--- config.mk ---
export PLATFORM = sky130hd
export DESIGN_NAME = atm_frame_writer
export DESIGN_NICKNAME = d
export VERILOG_FILES = /design/src/rtl/atm_pkg.sv /design/src/rtl/atm_onehot_enc.sv /design/src/rtl/atm_frame_writer.sv
export SDC_FILE = /design/constraint.sdc
export NUM_CORES = 1
export LEC_CHECK = 0
export CELL_PAD_IN_SITES_DETAIL_PLACEMENT = 0
export CELL_PAD_IN_SITES_GLOBAL_PLACEMENT = 1
export CORE_ASPECT_RATIO = 1.5
export CORE_UTILIZATION = 30
export DETAILED_ROUTE_END_ITERATION = 16
export GPL_ROUTABILITY_DRIVEN = 0
export PLACE_DENSITY = 0.86
export SLEW_MARGIN = 20
export SYNTH_ARGS = -nofsm -noshare
export SYNTH_HDL_FRONTEND = slang
export SYNTH_SLANG_ARGS = --single-unit
--- constraint.sdc ---
create_clock -name SAMPLE_CLK -period 2.23 [get_ports SAMPLE_CLK]
set_input_delay 0.446 -clock SAMPLE_CLK [delete_from_list [all_inputs] [get_ports SAMPLE_CLK]]
set_output_delay 0.446 -clock SAMPLE_CLK [all_outputs]
set_load 0.01 [all_outputs]
--- src/rtl/atm_pkg.sv ---
// Shared definitions for the ATM frame writer: FSM encoding, FIFO word layout,
// and the one-hot channel-select decode used to qualify ADC results.
package atm_pkg;

  // Width of the channel-select bus and of the encoded channel index.
  localparam int SEL_W  = 8;
  localparam int CHAN_W = 3;

  // FIFO word layout, expressed as bit offsets above the top of the data field:
  // word = {chan[CHAN_W-1:0], last, data[DATA_W-1:0]}.
  localparam int LAST_BIT = 0;
  localparam int CHAN_LSB = 1;

  // Extra bits the FIFO word carries on top of the ADC data.
  localparam int TAG_W = CHAN_LSB + CHAN_W;

  // Frame writer control states.
  typedef enum logic [1:0] {
    ST_IDLE = 2'd0,
    ST_SYNC = 2'd1,
    ST_RUN  = 2'd2,
    ST_DROP = 2'd3
  } atm_state_e;

  // Result of decoding a channel-select vector.
  typedef struct packed {
    logic              valid;
    logic [CHAN_W-1:0] index;
  } onehot_t;

  // Exactly one bit set -> valid, index = position of that bit.
  // Zero or multi-hot vectors are flagged invalid; the index is then meaningless.
  function automatic onehot_t onehot_decode(input logic [SEL_W-1:0] sel);
    onehot_t res;
    res.valid = (sel != 8'd0) && ((sel & (sel - 8'd1)) == 8'd0);
    res.index = 3'd0;
    for (int i = 0; i < SEL_W; i++) begin
      if (sel[i]) begin
        res.index = res.index | i[CHAN_W-1:0];
      end else begin
        res.index = res.index;
      end
    end
    return res;
  endfunction

endpackage

--- src/rtl/atm_onehot_enc.sv ---
// One-hot channel select to binary index, with a validity flag that rejects
// zero and multi-hot selects.
module atm_onehot_enc
  import atm_pkg::*;
(
  input  logic [SEL_W-1:0]  sel,
  output logic [CHAN_W-1:0] index,
  output logic              valid
);

  onehot_t dec_s;

  // Decode the select vector through the shared package function.
  always_comb begin
    dec_s = onehot_decode(sel);
    index = dec_s.index;
    valid = dec_s.valid;
  end

endmodule

--- src/rtl/atm_frame_writer.sv ---
// ATM frame writer: forwards tagged ADC results into a downstream FIFO,
// only starting on a frame boundary and discarding the remainder of any frame
// in which a word was lost to a full FIFO. Tracks a sticky overflow flag and a
// saturating count of damaged frames.
module atm_frame_writer
  import atm_pkg::*;
#(
  parameter int DATA_W = 16,
  parameter int CNT_W  = 8
) (
  input  logic                SAMPLE_CLK,
  input  logic                NRST_sync,
  input  logic                ENSAMP_sync,
  input  logic                DONE,
  input  logic [DATA_W-1:0]   ADC_DATA,
  input  logic [SEL_W-1:0]    ATMCHSEL_DATA,
  input  logic                LASTWORD,
  input  logic                FIFO_FULL,
  output logic                FIFO_WR,
  output logic [DATA_W+3:0]   FIFO_WDATA,
  input  logic                OVF_CLR,
  output logic                OVF,
  output logic [CNT_W-1:0]    DROP_CNT
);

  localparam int                WORD_W  = DATA_W + TAG_W;
  localparam logic [CNT_W-1:0]  CNT_MAX = {CNT_W{1'b1}};
  localparam logic [CNT_W-1:0]  CNT_ONE = CNT_W'(1);

  atm_state_e         state_r;
  atm_state_e         state_nxt_s;

  logic [CHAN_W-1:0]  chan_s;
  logic               sel_ok_s;
  logic               valid_s;
  logic               frame_end_s;

  logic               wr_en_s;
  logic               drop_s;
  logic [WORD_W-1:0]  word_s;

  logic               fifo_wr_r;
  logic [WORD_W-1:0]  fifo_wdata_r;
  logic               ovf_r;
  logic [CNT_W-1:0]   drop_cnt_r;

  atm_onehot_enc u_onehot_enc (
    .sel   (ATMCHSEL_DATA),
    .index (chan_s),
    .valid (sel_ok_s)
  );

  // Qualify the conversion strobe: only one-hot selects count as results.
  always_comb begin
    valid_s     = DONE & sel_ok_s;
    frame_end_s = valid_s & LASTWORD;
  end

  // Assemble the FIFO word from the result presented alongside DONE.
  always_comb begin
    word_s                              = {WORD_W{1'b0}};
    word_s[DATA_W-1:0]                  = ADC_DATA;
    word_s[DATA_W+LAST_BIT]             = LASTWORD;
    word_s[DATA_W+CHAN_LSB +: CHAN_W]   = chan_s;
  end

  // State register; asynchronous reset returns to IDLE so re-entry goes via SYNC.
  always_ff @(posedge SAMPLE_CLK or negedge NRST_sync) begin
    if (!NRST_sync) begin
      state_r <= ST_IDLE;
    end else begin
      state_r <= state_nxt_s;
    end
  end

  // Next-state: losing the enable always wins; otherwise realign on frame ends.
  always_comb begin
    state_nxt_s = state_r;
    if (!ENSAMP_sync) begin
      state_nxt_s = ST_IDLE;
    end else begin
      case (state_r)
        ST_IDLE: begin
          state_nxt_s = ST_SYNC;
        end
        ST_SYNC: begin
          if (frame_end_s) begin
            state_nxt_s = ST_RUN;
          end else begin
            state_nxt_s = ST_SYNC;
          end
        end
        ST_RUN: begin
          // A word lost mid-frame poisons the rest of that frame.
          if (valid_s && FIFO_FULL && !LASTWORD) begin
            state_nxt_s = ST_DROP;
          end else begin
            state_nxt_s = ST_RUN;
          end
        end
        ST_DROP: begin
          if (frame_end_s) begin
            state_nxt_s = ST_RUN;
          end else begin
            state_nxt_s = ST_DROP;
          end
        end
        default: begin
          state_nxt_s = ST_IDLE;
        end
      endcase
    end
  end

  // Per-result actions: write when the FIFO has room, record a drop when not.
  // Only RUN acts on results; SYNC and DROP merely watch for frame ends.
  always_comb begin
    wr_en_s = 1'b0;
    drop_s  = 1'b0;
    if (ENSAMP_sync && valid_s) begin
      case (state_r)
        ST_RUN: begin
          wr_en_s = ~FIFO_FULL;
          drop_s  = FIFO_FULL;
        end
        ST_IDLE, ST_SYNC, ST_DROP: begin
          wr_en_s = 1'b0;
          drop_s  = 1'b0;
        end
        default: begin
          wr_en_s = 1'b0;
          drop_s  = 1'b0;
        end
      endcase
    end else begin
      wr_en_s = 1'b0;
      drop_s  = 1'b0;
    end
  end

  // Registered FIFO interface: one-cycle write pulse, data held between writes.
  always_ff @(posedge SAMPLE_CLK or negedge NRST_sync) begin
    if (!NRST_sync) begin
      fifo_wr_r    <= 1'b0;
      fifo_wdata_r <= {WORD_W{1'b0}};
    end else begin
      fifo_wr_r <= wr_en_s;
      if (wr_en_s) begin
        fifo_wdata_r <= word_s;
      end else begin
        fifo_wdata_r <= fifo_wdata_r;
      end
    end
  end

  // Sticky overflow flag; a new overflow beats a simultaneous clear.
  always_ff @(posedge SAMPLE_CLK or negedge NRST_sync) begin
    if (!NRST_sync) begin
      ovf_r <= 1'b0;
    end else if (drop_s) begin
      ovf_r <= 1'b1;
    end else if (OVF_CLR) begin
      ovf_r <= 1'b0;
    end else begin
      ovf_r <= ovf_r;
    end
  end

  // Damaged-frame counter; only the first drop of a frame reaches here because
  // DROP swallows the rest of the frame. Saturates at all-ones.
  always_ff @(posedge SAMPLE_CLK or negedge NRST_sync) begin
    if (!NRST_sync) begin
      drop_cnt_r <= {CNT_W{1'b0}};
    end else if (drop_s && (drop_cnt_r != CNT_MAX)) begin
      drop_cnt_r <= drop_cnt_r + CNT_ONE;
    end else begin
      drop_cnt_r <= drop_cnt_r;
    end
  end

  assign FIFO_WR    = fifo_wr_r;
  assign FIFO_WDATA = fifo_wdata_r;
  assign OVF        = ovf_r;
  assign DROP_CNT   = drop_cnt_r;

endmodule

==> qor.txt, run 1 <==
Status -> finished with violations
Failing checks -> setup timing
Mean Syn Cell Area -> 13.1 µm²
Worst hold margin -> 499 ps
Setup TNS -> -1700 ps
HPWL Detailed -> 2.93 mm
Minimum clock period -> 2360 ps
Final period util -> 106%
Leakage -> 1.13 nW
FMAX -> 0.423 GHz
Slew @ Worst Pin -> 451 ps
Num ports -> 61
Crit path kind -> in2reg
Unrepaired setup endpoints after global routing -> yes
Clk pwr share -> 44.2%
Initial antenna violation count -> 0
Die width -> 58.8 µm
Area after DPL -> 2280 µm²
Initial Utilization -> 31.7%
CTS buffer count -> 5
Grt ovf -> 0
Syn_nets -> 143
Pwr Density -> 484 nW/µm²
First-pass GRT wire length -> 6.58 mm
Placed cells -> 253
Post-route setup slack -> -135 ps
Drt wl/cell -> 15.9 µm
Min-delay worst type -> reg2reg
CTS tree -> yes
Die Span Y -> 87.2 µm
Final Core Density -> 56.6%
Power share of the combinational group -> 9.4%
Syn Inst Count -> 111
Largest net degree at the start of global routing -> 33
Largest family of logic cells by synthesized area -> simple AND/OR/NAND/NOR gates
Residual DRC count -> 0
Final ANT Viol Nets -> 0
# port buffers -> 60
Sequential share of power -> 46.4%
Psw -> 271 µW
# diodes -> 0
Non-filler instance count after layout -> 267
Die area -> 5120 µm²
1st-iter DRT viols -> 69
DRT Wirelength -> 4.24 mm
Number of max-cap violations -> 0
WP data required -> 2400 ps
Internal power -> 983 µW
Hold violation count in the final report -> 0
CP Capture Type -> register
Cell area after synthesis -> 1450 µm²
Max Buffers Root-to-Sink -> 2
Via Count -> 1,251
FF+latch area -> 801 µm²
Fill cells -> 395
H-tree levels -> 2
Clk sink count -> 32
Synth-to-Final Area Change -> 78.8%
R2R Setup Slk -> 410 ps
CTS Root Cell -> clkbuf_8
Row cnt -> 30
Share of cells above drive strength 1 -> 37.9%
Seq/Total Area, Yosys -> 55.2%
Post-synthesis compound-gate area fraction -> 8.20%
Adder-Cell Fraction of Synth Area -> 1.55%
Slew Limit Fails -> 0
CTS Hold Bufs -> 0
CP startpoint kind -> input pin
Vias in the first global route -> 1,389
Relative slew slack -> 69.6%
VDD IR-drop max -> 0.321 mV
YS warnings -> 0
Endpoints failing setup -> 19
Post-synthesis simple-gate area fraction -> 14.5%
Switching Fraction -> 21.6%
Yosys cell types -> 31
Yosys reg bits -> 32
Clk_skew -> 3.62 ps
XOR/XNOR share of the synthesized area -> 4.23%
TritonRoute pass-1 iters -> 5
Final #Nets -> 234
Cell area after layout -> 2590 µm²
Multi-input logic area -> 761 µm²
Clock latency at the later pin of the worst-skew pair -> 280 ps
Critical path peak fanout -> 5
Drt via density -> 4.69
Post-synthesis mux area share -> 14.0%
Core area -> 4580 µm²
CP arrival -> 2530 ps
Overall Global Routing Usage -> 17.3%
Worst-path clk slew -> 70 ps
## sequential cells by signal (all words and copies together) (netlist names)
register	count
FIFO_WDATA	20
DROP_CNT	8
state_r	2
FIFO_WR	1
OVF	1
## critical path, stage by stage
cell and delay, ps:
buf_6 90, or4_4 560, buf_6 150, nor2_4 110, nand3_2 100, a2111oi_4 410, buf_4 220, buf_8 130
mux2_4 300
## cells by family (layout without fill, tap and decap cells)
logic type	count (synthesis)	after routing
and+or+nand+nor	36	36
adders and majority gates	2	2
xor gates and xnor gates	7	7
muxes	18	18
DFF	32	32
buffers and inverters	5	97
AOI/OAI and AO/OA	11	11
## routing by layer
| metal | wire, µm | part of all wire (%) | global-route usage (%) |
|---|---|---|---|
| met1 | 1600 | 38 | 19.5 |
| met2 | 2370 | 56 | 31.1 |
| met3 | 209 | 4.9 | 3.57 |
| met4 | 65 | 1.5 | 7.14 |
| met5 | 0 | 0 | 0 |
## synth_stat cells
cell | instances | area (µm²)
a2111oi_4 | 2 | 55.1
a21oi_1 | 3 | 15.0
a221oi_2 | 1 | 15.0
a31oi_1 | 1 | 6.26
and2_2 | 1 | 7.51
and3_1 | 5 | 31.3
and3b_1 | 1 | 8.76
buf_6 | 2 | 22.5
dfrtp_1 | 32 | 801
ha_1 | 1 | 12.5
inv_1 | 3 | 11.3
maj3_1 | 1 | 10.0
mux2_2 | 18 | 203
nand2_1 | 2 | 7.51
nand3_1 | 3 | 15.0
nand3b_1 | 1 | 7.51
nand4_1 | 5 | 31.3
nor2_1 | 8 | 30.0
nor2b_1 | 1 | 6.26
nor3_1 | 2 | 10.0
nor3b_1 | 1 | 7.51
nor4_1 | 2 | 12.5
o21a_1 | 1 | 7.51
o21ai_0 | 1 | 5.00
o22ai_1 | 1 | 6.26
o41ai_1 | 1 | 8.76
or2_2 | 1 | 6.26
or2b_2 | 2 | 17.5
or4_4 | 1 | 11.3
xnor2_1 | 6 | 52.6
xor2_1 | 1 | 8.76
## power by group through the flow
stage,sequential [mW],combinational (mW),clock (mW)
finish,0.582,0.118,0.554
global route,0.582,0.127,0.589
CTS,0.582,0.114,0.564
detailed placement,0.593,0.112,0
global placement,0.593,0.110,0
floorplan,0.593,0.0162,0
## cell usage in the layout (no fill, tap or decap), types with 2 or more instances in the layout
cell type and n:
or2b_4 2, nand4_1 5, nand3_1 2, a2111oi_4 2, nand2_1 2, buf_4 20
clkdlybuf4s50_1 52, clkdlybuf4s15_1 2, and3_4 2, mux2_4 18, dfrtp_1 32, and3_1 3
a21oi_2 2, inv_1 3, xnor2_1 6, nor2_2 2, nor2_1 5, buf_6 6
dlymetal6s2s_1 2, clkbuf_8 5
## per-stage QoR
step / power [mW] / worst slack (ps)
finish: 1.25 / -135
global placement: 0.703 / -595
detailed placement: 0.705 / -657
CTS: 1.26 / -268
floorplan: 0.609 / -182
global route: 1.30 / -173
## area by class of cell
cell class	count	area share (%)
Tap cell	64	3.09
Multi-Input combinational cell	74	29.3
Clock buffer	5	2.65
Sequential cell	32	30.9
Clock inverter	3	1.64
Inverter	3	0.434
Timing Repair Buffer	86	31.9
## final timing paths
| check | from | endpoint | cells past startpoint |
|---|---|---|---|
| min | DROP_CNT[6]$_DFFE_PN0P_ | DROP_CNT[6]$_DFFE_PN0P_ | 1 |
| min reg2reg | DROP_CNT[6]$_DFFE_PN0P_ | DROP_CNT[6]$_DFFE_PN0P_ | 1 |
| max | ATMCHSEL_DATA[2] | FIFO_WDATA[6]$_DFFE_PN0P_ | 9 |
| max reg2reg | DROP_CNT[0]$_DFFE_PN0P_ | DROP_CNT[7]$_DFFE_PN0P_ | 7 |
| min in group asynchronous | NRST_sync | FIFO_WDATA[11]$_DFFE_PN0P_ | 2 |
| max in group asynchronous | NRST_sync | state_r[1]$_DFF_PN0_ | 2 |
## what timing repair did
item                                    in CTS  in global routing
cloned                                       3                  0
resized for setup                           48                 16
endpoints found under the setup margin      32                 24
pin swaps                                    6                  8
setup buffers                                7                  3
Power figures use the tool's default switching activity.
==> inputs of run 2 (changes only) <==
--- a/config.mk
+++ b/config.mk
@@ -8,6 +8,7 @@
 export CELL_PAD_IN_SITES_DETAIL_PLACEMENT = 0
 export CELL_PAD_IN_SITES_GLOBAL_PLACEMENT = 1
 export CORE_ASPECT_RATIO = 1.5
+export CORE_MARGIN = 4
 export CORE_UTILIZATION = 30
 export DETAILED_ROUTE_END_ITERATION = 16
 export GPL_ROUTABILITY_DRIVEN = 0
==> run 2 against run 1 <==
Against the previous run: the flow still finishes with violations (setup timing); clock power is essentially flat; utilization shrank 1.1 points; count of clock-buffer cells in the layout is the same; combinational power is essentially flat; design area shrank 1.2%; worst setup slack lost 28 ps; sequential share of layout area grew 0.36 points; highest routed layer unchanged.
==> qor.txt, run 2 (same netlist as run 1, synthesis figures left out) <==
Status -> finished with violations
Failing checks -> setup timing
Initial antenna violation count -> 0 (unchanged)
Max reg flops -> 20 (unchanged)
VDD IR-drop max -> 0.347 mV (+7.8%)
CTS buffer count -> 5 (unchanged)
Leakage -> 1.12 nW (-0.45%)
H-tree levels -> 2 (unchanged)
# diodes -> 0 (unchanged)
Hold violation count in the final report -> 0 (unchanged)
CTS Root Cell -> clkbuf_8
Synth-to-Final Area Change -> 76.7%
Pwr Density -> 489 nW/µm² (+1.2%)
Final Core Density -> 55.5% (-1.1 points)
WHS Endpoint -> DROP_CNT[6]$_DFFE_PN0P_
Relative slew slack -> 61.8% (-7.7 points)
Clk sink count -> 32 (unchanged)
Share of cells above drive strength 1 -> 35.8% (-2.1 points)
TritonRoute pass-1 iters -> 4 (-1)
# port buffers -> 60 (unchanged)
FMAX -> 0.418 GHz (-1.2%)
Min-delay worst type -> reg2reg
Grt ovf -> 0 (unchanged)
Post-route setup slack -> -163 ps (-27.9 ps)
Final period util -> 107% (+1.3 points)
Non-filler instance count after layout -> 268 (+0.37%)
Num ports -> 61 (unchanged)
Vias in the first global route -> 1,420 (+2.2%)
Overall Global Routing Usage -> 15.2% (-2.1 points)
Final #Nets -> 235 (+0.43%)
Crit path launch -> ATMCHSEL_DATA[3]
HPWL Detailed -> 3.03 mm (+3.3%)
Hold wc startpoint -> DROP_CNT[6]$_DFFE_PN0P_
Initial Utilization -> 31.4% (-0.26 points)
Minimum clock period -> 2390 ps (+27.9 ps)
Critical path peak fanout -> 5 (unchanged)
Worst Hold Depth -> 1 (unchanged)
Worst-path clk slew -> 70 ps (about the same)
CP startpoint kind -> input pin
First-pass GRT wire length -> 7.04 mm (+6.9%)
DRT Wirelength -> 4.41 mm (+3.9%)
R2R cell count -> 5 (-2)
1st-iter DRT viols -> 75 (+8.7%)
Tot Pwr -> 1.25 mW (about the same)
Reg2reg start -> state_r[0]$_DFF_PN0_
Row cnt -> 30 (unchanged)
Met3 wire len -> 324 µm (+55%)
Met1 WL -> 1.66 mm (+3.6%)
CP Capture Type -> register
CTS tree -> yes
Clock latency at the later pin of the worst-skew pair -> 290 ps (about the same)
Residual DRC count -> 0 (unchanged)
R2R Setup Slk -> 510 ps (+100 ps)
Endpoints failing setup -> 28 (+9)
Max Buffers Root-to-Sink -> 2 (unchanged)
Drt wl/cell -> 16.5 µm (+3.5%)
Slew @ Worst Pin -> 566 ps (+115 ps)
Final ANT Viol Nets -> 0 (unchanged)
Via Count -> 1,263 (+0.96%)
Die width -> 64.8 µm (+10%)
Number of max-cap violations -> 0 (unchanged)
WP data required -> 2400 ps (about the same)
Crit Reg-Reg Endpoint -> FIFO_WDATA[11]$_DFFE_PN0P_
Drt via density -> 4.71 (+0.58%)
Worst hold margin -> 503 ps (+4.37 ps)
Core area -> 4620 µm² (+0.82%)
Most common cell after layout, fill and taps aside -> clkdlybuf4s50_1
Commonest non-fill, non-tap cells in the layout -> 54 x clkdlybuf4s50_1, 32 x dfrtp_1, 22 x buf_4
Slew Limit Fails -> 0 (unchanged)
Crit path kind -> in2reg
Placed cells -> 253 (unchanged)
Unrepaired setup endpoints after global routing -> yes
Die Span Y -> 93.2 µm (+6.9%)
Largest net degree at the start of global routing -> 33 (unchanged)
Highest Signal Layer -> met4
WL met2 -> 2.35 mm (-0.72%)
Setup TNS -> -2780 ps (-1080 ps)
CP arrival -> 2560 ps (+30 ps)
Die area -> 6030 µm² (+18%)
Clk_skew -> 2.14 ps (-1.49 ps)
-- run 2: per-layer routing --
| layer | vias up | track usage (%) |
|---|---|---|
| met5 | - | 0 |
| met4 | 0 | 3.70 |
| met3 | 8 | 5.29 |
| met2 | 53 | 28.1 |
| met1 | 617 | 16.3 |
| li1 | 585 | - |
-- run 2: worst max-delay path by stage --
| stage | depth (start not counted) | slack (ps) | to |
|---|---|---|---|
| after floorplan | 6 | -180 | FIFO_WDATA[10]$_DFFE_PN0P_ |
| after global placement | 7 | -580 | FIFO_WDATA[13]$_DFFE_PN0P_ |
| after detailed placement | 7 | -620 | FIFO_WDATA[8]$_DFFE_PN0P_ |
| after CTS | 9 | -200 | FIFO_WDATA[8]$_DFFE_PN0P_ |
| after global routing | 9 | -240 | FIFO_WDATA[10]$_DFFE_PN0P_ |
| final | 9 | -160 | FIFO_WDATA[11]$_DFFE_PN0P_ |
-- run 2: worst max-delay path: stages --
cell and delay (ps):
buf_6 90, or4_4 560, buf_6 150, nor2_4 140
nand3_2 130, a2111oi_4 390, buf_4 220, buf_8 140
mux2_4 300
-- run 2: final cells by class --
class / count / area, µm²
fillers: 410 / 2050
clock buffers: 5 / 68.8
repair buffers: 87 / 825
well taps: 64 / 80.1
clock inverters: 3 / 42.5
multi-input cells: 74 / 734
inverters: 3 / 11.3
flip-flops and latches: 32 / 801
-- run 2: per-stage QoR --
| stage | cell area, µm² | setup slack (ps) |
|---|---|---|
| CTS | 2590 | -201 |
| global placement | 2280 | -577 |
| floorplan | 1460 | -182 |
| finish | 2560 | -163 |
| global route | 2560 | -238 |
| detailed placement | 2280 | -616 |
-- run 2: timing repair --
item / 4_1_cts / 5_1_grt
resized for setup: 46 / 9
pin swaps: 3 / 5
hold buffers: 0 / 0
gates cloned: 3 / 0
setup buffers: 7 / 2
endpoints found under the setup margin: 32 / 27
-- run 2: where the power goes --
| group | switching (mW) | total, mW | internal [mW] |
|---|---|---|---|
| Sequential | 0.000773 | 0.582 | 0.581 |
| Clock | 0.223 | 0.554 | 0.330 |
| Combinational | 0.0464 | 0.118 | 0.0720 |
